<file path="src/rtl/router_scheduler.sv">
// router_scheduler: layer sequencer driving an input router and a weight router in lockstep.
// Optional stall counter enabled by defining ROUTER_SCHED_PERF_EN.
module router_scheduler #(
  parameter int CTX_W  = 8,
  parameter int PERF_W = 32
) (
  input  logic              i_clk,
  input  logic              i_rst,
  input  logic              i_start,
  input  logic              i_reg_clear,
  input  logic [CTX_W-1:0]  i_num_ctx,
  output logic              o_ir_en,
  output logic              o_ir_pop_en,
  input  logic              i_ir_ready,
  input  logic              i_ir_context_done,
  input  logic              i_ir_done,
  output logic              o_wr_en,
  output logic              o_wr_pop_en,
  output logic              o_wr_reg_clear,
  input  logic              i_wr_ready,
  output logic              o_pe_valid,
  output logic              o_pe_flush,
  input  logic              i_pe_done,
  output logic              o_busy,
  output logic              o_done,
  output logic [CTX_W-1:0]  o_ctx_count,
  output logic              o_err,
  output logic [PERF_W-1:0] o_stall_cycles
);

  typedef enum logic [2:0] {
    S_IDLE, S_START, S_WAIT_RDY, S_STREAM, S_FLUSH, S_DRAIN, S_FIN, S_DONE
  } state_e;

  state_e           state_q, state_d;
  logic             pop_q, pop_d;
  logic [CTX_W-1:0] ctx_q, ctx_d;
  logic [CTX_W-1:0] num_q, num_d;
  logic             err_q, err_d;
  logic             both_rdy;

  assign both_rdy = i_ir_ready & i_wr_ready;

  always_comb begin
    // NOTE: every always_comb target gets a default first so no path can infer a latch.
    state_d        = state_q;
    ctx_d          = ctx_q;
    num_d          = num_q;
    err_d          = err_q;
    o_ir_en        = 1'b0;
    o_wr_en        = 1'b0;
    o_pe_flush     = 1'b0;
    o_wr_reg_clear = 1'b0;
    o_busy         = 1'b1;
    o_done         = 1'b0;

    unique case (state_q)
      S_IDLE, S_DONE: begin
        o_busy = 1'b0;
        o_done = (state_q == S_DONE);
        if (i_start) begin
          state_d = S_START;
          num_d   = i_num_ctx;
          err_d   = 1'b0;
        end
      end
      S_START: begin
        o_ir_en = 1'b1;
        ctx_d   = '0;
        state_d = S_WAIT_RDY;
      end
      S_WAIT_RDY: begin
        o_ir_en = 1'b1;
        if (both_rdy) state_d = S_STREAM;
      end
      S_STREAM: begin
        o_ir_en = 1'b1;
        // A simultaneous context_done and done is simply one end-of-context.
        if (i_ir_context_done || i_ir_done) state_d = S_FLUSH;
      end
      S_FLUSH: begin
        o_ir_en    = 1'b1;
        o_pe_flush = 1'b1;
        state_d    = S_DRAIN;
      end
      S_DRAIN: begin
        o_ir_en = 1'b1;
        if (i_pe_done) begin
          if (ctx_q != '1) ctx_d = ctx_q + CTX_W'(1);
          state_d = i_ir_done ? S_FIN : S_WAIT_RDY;
        end
      end
      S_FIN: begin
        o_wr_reg_clear = 1'b1;
        err_d          = (ctx_q != num_q);
        state_d        = S_DONE;
      end
      default: state_d = S_IDLE;
    endcase

    o_wr_en = o_ir_en;

    if (i_reg_clear) begin
      state_d = S_IDLE;
      ctx_d   = '0;
      num_d   = '0;
      err_d   = 1'b0;
    end

    // Pops are registered: both routers pop together only if both were ready last cycle.
    pop_d = (state_d == S_STREAM) && both_rdy;
  end

  // NOTE: state registers use non-blocking assignments so every flop samples pre-edge values.
  always_ff @(posedge i_clk or posedge i_rst) begin
    if (i_rst) begin
      state_q <= S_IDLE;
      pop_q   <= 1'b0;
      ctx_q   <= '0;
      num_q   <= '0;
      err_q   <= 1'b0;
    end else begin
      state_q <= state_d;
      pop_q   <= pop_d;
      ctx_q   <= ctx_d;
      num_q   <= num_d;
      err_q   <= err_d;
    end
  end

  assign o_ir_pop_en = pop_q;
  assign o_wr_pop_en = pop_q;
  assign o_pe_valid  = pop_q;
  assign o_ctx_count = ctx_q;
  assign o_err       = err_q;

`ifdef ROUTER_SCHED_PERF_EN
  logic              start_ok;
  logic [PERF_W-1:0] stall_q, stall_d;

  assign start_ok = i_start && (state_q == S_IDLE || state_q == S_DONE);

  always_comb begin
    stall_d = stall_q;
    if (i_reg_clear || start_ok) stall_d = '0;
    else if (state_q == S_WAIT_RDY && stall_q != '1) stall_d = stall_q + PERF_W'(1);
  end

  always_ff @(posedge i_clk or posedge i_rst) begin
    if (i_rst) stall_q <= '0;
    else       stall_q <= stall_d;
  end

  assign o_stall_cycles = stall_q;
`else
  assign o_stall_cycles = '0;
`endif

endmodule

</file>
<file path="config.mk">
export PLATFORM = sky130hd
export DESIGN_NAME = router_scheduler
export DESIGN_NICKNAME = d
export VERILOG_FILES = /design/src/rtl/router_scheduler.sv
export SDC_FILE = /design/constraint.sdc
export NUM_CORES = 1
export LEC_CHECK = 0
export CORE_MARGIN = 2
export CORE_UTILIZATION = 47
export CTS_BUF_LIST = sky130_fd_sc_hd__clkbuf_4 sky130_fd_sc_hd__clkbuf_8
export DETAILED_ROUTE_END_ITERATION = 6
export PLACE_DENSITY = 0.94
export SYNTH_ARGS = -nofsm -noshare
export SYNTH_HDL_FRONTEND = slang
export SYNTH_SLANG_ARGS = --single-unit
</file>
<file path="constraint.sdc">
create_clock -name i_clk -period 4.32 [get_ports i_clk]
set_clock_uncertainty 0.2 [all_clocks]
set_input_delay 0.864 -clock i_clk [delete_from_list [all_inputs] [get_ports i_clk]]
set_output_delay 0.864 -clock i_clk [all_outputs]
set_load 0.05 [all_outputs]
</file>
# == After elaboration in Yosys (flattened, before gate mapping) ==
# Index checks and enable logic that the tools add are counted.
# word_totals
input_bits,17
output_inout_bits,50
register_bits,21
word_cells,54
# op_classes
eq_ne,13
add_sub_neg,1
bitwise,1
n_mux,22
reduce_logical,12
# op_table
op,n
$mux W8,6
$pmux W3 S7,1
$mux W3,6
$pmux W8 S2,1
$eq A3 B3 Y1 const B,4
$eq A3 B2 Y1 const B,3
$ne A3 B3 Y1 const B,3
$add A8 B1 Y8 const B,1
$ne A8 B8 Y1,1
$ne A8 B8 Y1 const B,1
$mux W1,7
$reduce_bool A3 Y1,2
$reduce_or A5 Y1,1
$reduce_and A2 Y1,2
$reduce_bool A2 Y1,2
$eq A3 B1 Y1 const B,1
$logic_not A3 Y1,1
$reduce_and A3 Y1,1
$pmux W1 S2,1
$reduce_or A2 Y1,1
$and A1 B1 Y1,1
$logic_and A1 B1 Y1,1
$logic_or A1 B1 Y1,1

# == Longest topological paths before layout ==
# logic_depth
word_depth,6
depth_mapped,6
mapped_depth_nobuf,5

# == Least setup slack after synthesis ==
# Ideal clock, no wire load.
# synth_path
kind,flip-flop to output port
start,reg state_q[2]
end,out o_pe_flush
arrival_ps,1765
setup_slack_ps,1491
stages_incl_launch_ff,3
t_required_ps,3256
path_buffers,1
path_cell_list,dfrtp_1 -> buf_2 -> nor3b_1
# synth_via
elab_chain_len,2
# synth_lines
element,line_no,text
from (decl),35,"state_e state_q, state_d;"
from (signal assigned),123,state_q <= state_d;
$eq A3 B3 Y1,57,unique case (state_q)
$mux W1,57,
to (decl),22,"output logic o_pe_flush,"
# No other way between the ends.

# == Final worst setup path ==
# layout_path
start,reg state_q[2]
end,out o_wr_en
# layout_via
elab_chain_len,3
word_cells_on_any_way,7
classes_between,eq/ne (5); mux (1); reduce/logical (1)
# layout_lines
element,line_no,text
"$eq A3 B3 Y1, or another cell as far along",57,
$reduce_or A5 Y1 (no source line) (*),-,
$mux W1 (*),57,
to (decl),17,"output logic o_wr_en,"
# Mark *: on every way between the ends. The rest lies on a longest branch, timed or not.

==> impl_metrics.yaml <==
place:
  placed_area_mm2: 0.001729
  hpwlAfterDp_um: 2055
  gp_congestion: 0.7450
  numPortBuffers: 34
  place_ws_ps: 1073
floorplanning:
  ios: 67
  die_area_mm2: 0.003711
  fp.coreArea_mm2: 0.003078
  dieHeight_um: 60.92
  row_count: 20
  die_w_um: 60.92
  initial_utilization_pct: 49.47
logic_synthesis:
  synth_ff_type: "dfrtp_1"
  async_reset_ff_share_pct: 100.0
  netlist_instances: 168
  ys_seq_elements: 21
  yosys.cell_types.count: 45
  synth-edff-count: 0
  yosysWarnings: 0
  synth_seq_area_share_pct: 34.51
  syn-cell-area_mm2: 0.001523
  syn_area_per_cell_um2: 9.064
finish:
  final_common_cell: "clkdlybuf4s50_1"
  syn2layout_area_growth_pct: 15.53
  final_area_mm2: 0.001759
  nets: 214
  mostFrequentLayoutCells: "34 x clkdlybuf4s50_1, 32 x conb_1, 21 x dfrtp_1, 12 x nand3_1, 10 x inv_1"
  diodes: 0
  drive_above_1_share_pct: 7.179
  nFillCells: 288
clocking:
  ctsHoldBuffers: 0
  clock-root-buffer: "clkbuf_4"
  cts-htree-levels: 1
  clockBufferDepth: 2
  cts_buffers: 3
  clk_pin_slew_worst_paths_ps: 110
  cts_tree: "done"
  cts_sinks: 21
  ctsResizeCount: 0
  cts_setup_buffers: 0
  clk_latency_ps: 300
grt:
  grt_max_degree: 22
  grt_pass1_wl_um: 4450
  first_global_vias: 1003
  gr-total-overflow: 0
  antenna_found_initial: 0
  grt_usage_pct: 15.82
power_and_ir_drop:
  power.density_mw_per_mm2: 471.8
  leakage_nw: 0.7979
  ir_drop_uv: 202.9
critical_path:
  cp-startpoint: "state_q[2]$_DFF_PP0_"
  critPathRequiredTime_ps: 3260
  cpPeakStageDelay_ps: 830
  cp-start-kind: "flop"
  r2r-end: "o_ctx_count[3]$_DFFE_PP0P_"
  rrSetupSlack_ps: 2120
  cp_max_fo: 16
  r2r.worst_path.cells: 5
  path_cells: "nor3_1, a21oi_1, clkdlybuf4s50_1"
  critPathSlowestCell: "clkdlybuf4s50_1"
  critPathKind: "flop to output port"
  r2r-start: "o_ctx_count[0]$_DFFE_PP0P_"
  arrival_ps: 2120
  cp-end-kind: "output port"
drt:
  drc: 0
  initialDrtViolationCount: 41
  drt.antenna.violating_nets: 0
  vias_per_cell: 4.921
  avgRoutedWirePerCell_um: 11.59
  firstDrtPassIters: 4
  vias: 1176
  wirelength_um: 2771
timing:
  maxSlewViolCount: 0
  fmax_mhz: 313.6
  slew-limit-headroom_pct: 34.64
  fin_ws_ps: 1131
  tightestPinTransition_ps: 973.8
  finalSetupViolCount: 0
  final-hold-violation-count: 0
  period_needed_ps: 3189
  rsz0062_at_grt: "false"
  period_share_pct: 73.81
  setup_tns_ps: 0
run_status:
  status: "complete, no violations"
job:
  cap_violations: 0
min_path:
  min_from: "num_q[0]$_DFFE_PP0P_"
  hp-class: "flop to flop"
  min_to: "num_q[0]$_DFFE_PP0P_"
  min_path_cells: 2
## how the worst max path moves through the flow
stage	end	slack (ps)	cells past startpoint
floorplan	o_pe_flush	1490	2
global placement	o_ctx_count[3]$_DFFE_PP0P_	1200	5
detailed placement	o_ctx_count[3]$_DFFE_PP0P_	1070	5
CTS	o_wr_en	1150	3
global route	o_ir_en	1030	3
finish	o_wr_en	1130	3
## worst max-delay path, delay by kind of cell, from the launching register on
family	cells	cell delay, ps
simple gates	1	170
buf+inv	1	830
compound gates	1	190
flops	1	630
## synth_stat cells (2+ instances only)
cell      number  share of area (%)
a21oi_1        2               0.66
a21boi_0       2               0.99
and3_1         4                1.6
nand4_1        4                1.6
a221o_1        2                1.3
a22o_2         2                1.3
o21ai_0        2               0.66
and2_1         3                1.2
nor2_1         9                2.2
a211oi_1       2               0.99
nand2_1        6                1.5
xnor2_1        9                5.2
dfrtp_1       21                 35
inv_1         10                2.5
nand3_1       12                3.9
buf_4         36                 18
o22ai_1        2               0.82
o31ai_1        9                4.4
buf_2          4                1.3
nor3b_1        2               0.99
## state kept, by name, summed over array words and instances, names as in the netlist
register	cells
num_q	8
o_ctx_count	8
o_err	1
o_ir_pop_en	1
state_q	3
## cell families (layout without fill, tap and decap cells)
kind of cell / count (synthesis) / count (layout) / synth area share (%)
XOR/XNOR: 9 / 9 / 5.177
other: 1 / 32 / 0.2463
flip-flops: 21 / 21 / 34.51
AND/OR/NAND/NOR: 49 / 49 / 18.16
multiplexers: 1 / 1 / 0.7395
AO/OA/AOI/OAI: 33 / 33 / 17.58
buffers and inverters: 53 / 49 / 22.76
adder cells (fa/ha/maj): 1 / 1 / 0.8216
## area by class of cell
cell class              instances  area (um2)  area share, %
inverters                      11       41.29          2.347
flip-flops and latches         21       525.5          29.87
well taps                      44       55.05          3.129
clock buffers                   4       30.03          1.707
repair buffers                 34       340.3          19.35
multi-input cells             125       767.0          43.60
## per-layer routing
metal  routed length (um)  vias to the layer above  track usage (%)
met1                 1212                      543            21.14
met4                   53                        0            8.075
met5                    0                        -                0
li1                     -                      579                -
met3                  160                        5           0.6397
met2                 1344                       49            26.11
## stage by stage
step | utilization, % | hold slack (ps) | total power [mW] | cells
after floorplan | - | 291.2 | 0.6633 | 199
after global placement | 56.18 | 311.3 | 0.7243 | 235
after detailed placement | 56.18 | 318.3 | 0.7303 | 235
after CTS | 57.15 | 345.0 | 0.8318 | 239
after global routing | 57.15 | 378.3 | 0.8847 | 239
final | 57.15 | 341.3 | 0.8301 | 239
## where the power goes
part	total (mW)	internal, mW	switching (mW)	leakage, nW
clock	0.102	0.0423	0.0597	0.0184
combinational	0.440	0.144	0.296	0.492
sequential	0.288	0.227	0.0613	0.287
Note: power is estimated with default switching activity, not from simulation.
==> patch: new RTL, same settings <==
Add a define of `ROUTER_SCHED_PERF_EN`.
--- a/src/rtl/router_scheduler.sv
+++ b/src/rtl/router_scheduler.sv
@@ -1,4 +1,6 @@
 // router_scheduler: layer sequencer driving an input router and a weight router in lockstep.
 // Optional stall counter enabled by defining ROUTER_SCHED_PERF_EN.
+`define ROUTER_SCHED_PERF_EN
+
 module router_scheduler #(
   parameter int CTX_W  = 8,
Formal check against the unedited RTL: not equivalent (a bounded check fails within 4 cycles, from zero or initial values and one cycle with i_rst high).
==> patch against the original RTL <==
Design area is 120% higher. Routed wire length grew to 2.9 times the old value. Area after synthesis is 100% higher. Critical path type unchanged. Total power is 9.5% higher. Setup slack worse by 0.16 ns. Sequential cell count is 32 higher. Utilization is 3.1 points higher. Critical endpoint unchanged. Synthesized cell count is 110% higher.
==> patch: results (changes against the original RTL) <==
[final_layout]
nFillCells=537  ; +86%
largest_reg_flops=32
n_all_inverters=9  ; -2
buffers_excl_clock=69  ; +100%
nClkBuffers=6  ; +2
nNetsFinal=422  ; +97%
sh_seq_area_pct=34.5  ; +4.6 points
final-seq-area_um2=1330  ; +150%
multi_input_area_share_pct=42.0  ; -1.6 points
drive_above_1_share_pct=5.94  ; -1.2 points
nMultiInputCombCells=265  ; +110%
clock_area_share_pct=2.37  ; +0.67 points

[cts]
htreeDepth=2  ; +1
cts_root_buf=clkbuf_8

[drt]
wirelength_met1_um=3220  ; +170%
avgRoutedWirePerCell_um=16.5  ; +42%
first_pass_iters=5  ; +1
num_vias=3021  ; +160%
drt_iter0_drc=237  ; +480%
wirelength_um=7940  ; +190%
wl_met2_um=4050  ; +200%
met3_length_um=560  ; +250%

[placed_design]
dp_cells=473  ; +100%
pre_cts_slack_ns=1.28  ; +0.206 ns
place.gp.congestion=0.916  ; +23%
placed_area_um2=3750  ; +120%
dp_hpwl_um=5680  ; +180%

[synthesis]
ys_ff_latch=53  ; +150%
ys_warn_count=0  ; unchanged
muxShareOfSynthArea_pct=1.93  ; +1.2 points
synth_commonest_cells=dfrtp_1 (53), nand2_1 (42), a21oi_1 (28)
syn_avg_cell_area_um2=8.98  ; -0.98%
ys_top_cells_by_area=dfrtp_1 (43%), nand2_1 (5.1%), a21oi_1 (4.5%), or3_1 (4.0%), xnor2_1 (2.8%)
synth-compound-area-share_pct=17.9  ; +0.34 points
yosys.area_share.xor_xnor_pct=3.38  ; -1.8 points
synthAdderAreaFrac_pct=0.806  ; -0.016 points
synth_cell_type_count=54  ; +20%
yosysSeqAreaShare_pct=42.7  ; +8.2 points

[global_routing]
met2_usage_pct=37.7  ; +12 points
grt_pass1_wl_um=13200  ; +200%
grt_max_degree=32  ; +45%
met1_usage_pct=28.1  ; +7.0 points
gr-usage-all-layers_pct=21.8  ; +6.0 points
use_met3_pct=3.31  ; +2.7 points
first_global_vias=2902  ; +190%

[power_and_ir_drop]
ir_worst_vdd_mv=0.173  ; -15%
power.net_switching_uw=245  ; -41%
p_leak_nw=1.43  ; +80%

[timing]
relSlewSlack_pct=36.6  ; +1.9 points

[floorplanning]
die_area_um2=7270  ; +96%

[run_status]
status=complete, no violations

[worst_setup_path]
arrival_ns=2.29  ; +0.17 ns
slowest_delay_ns=0.75  ; -0.08 ns

-- patch: power by group through the flow --
stage | Clock, mW | Sequential, mW | Combinational (mW)
after floorplan | 0 | 0.517 | 0.0776
after global placement | 0 | 0.520 | 0.106
after detailed placement | 0 | 0.521 | 0.110
after CTS | 0.293 | 0.511 | 0.109
after global routing | 0.310 | 0.513 | 0.120
final | 0.288 | 0.511 | 0.109
-- patch: path summary, 6_finish.rpt --
| path | from | end | slack, ns | depth (start not counted) |
|---|---|---|---|---|
| hold reg to reg | num_q[4] | num_q[4] | 0.35 | 2 |
| setup reg to reg | state_q[2] | o_stall_cycles[31] | 1.61 | 4 |
| setup / recovery | state_q[2] | o_wr_en | 0.97 | 3 |
| max in group asynchronous | i_rst | o_stall_cycles[17] | 2.40 | 3 |
| min in group asynchronous | i_rst | o_ir_pop_en | 0.76 | 2 |
| hold / removal | num_q[4] | num_q[4] | 0.35 | 2 |
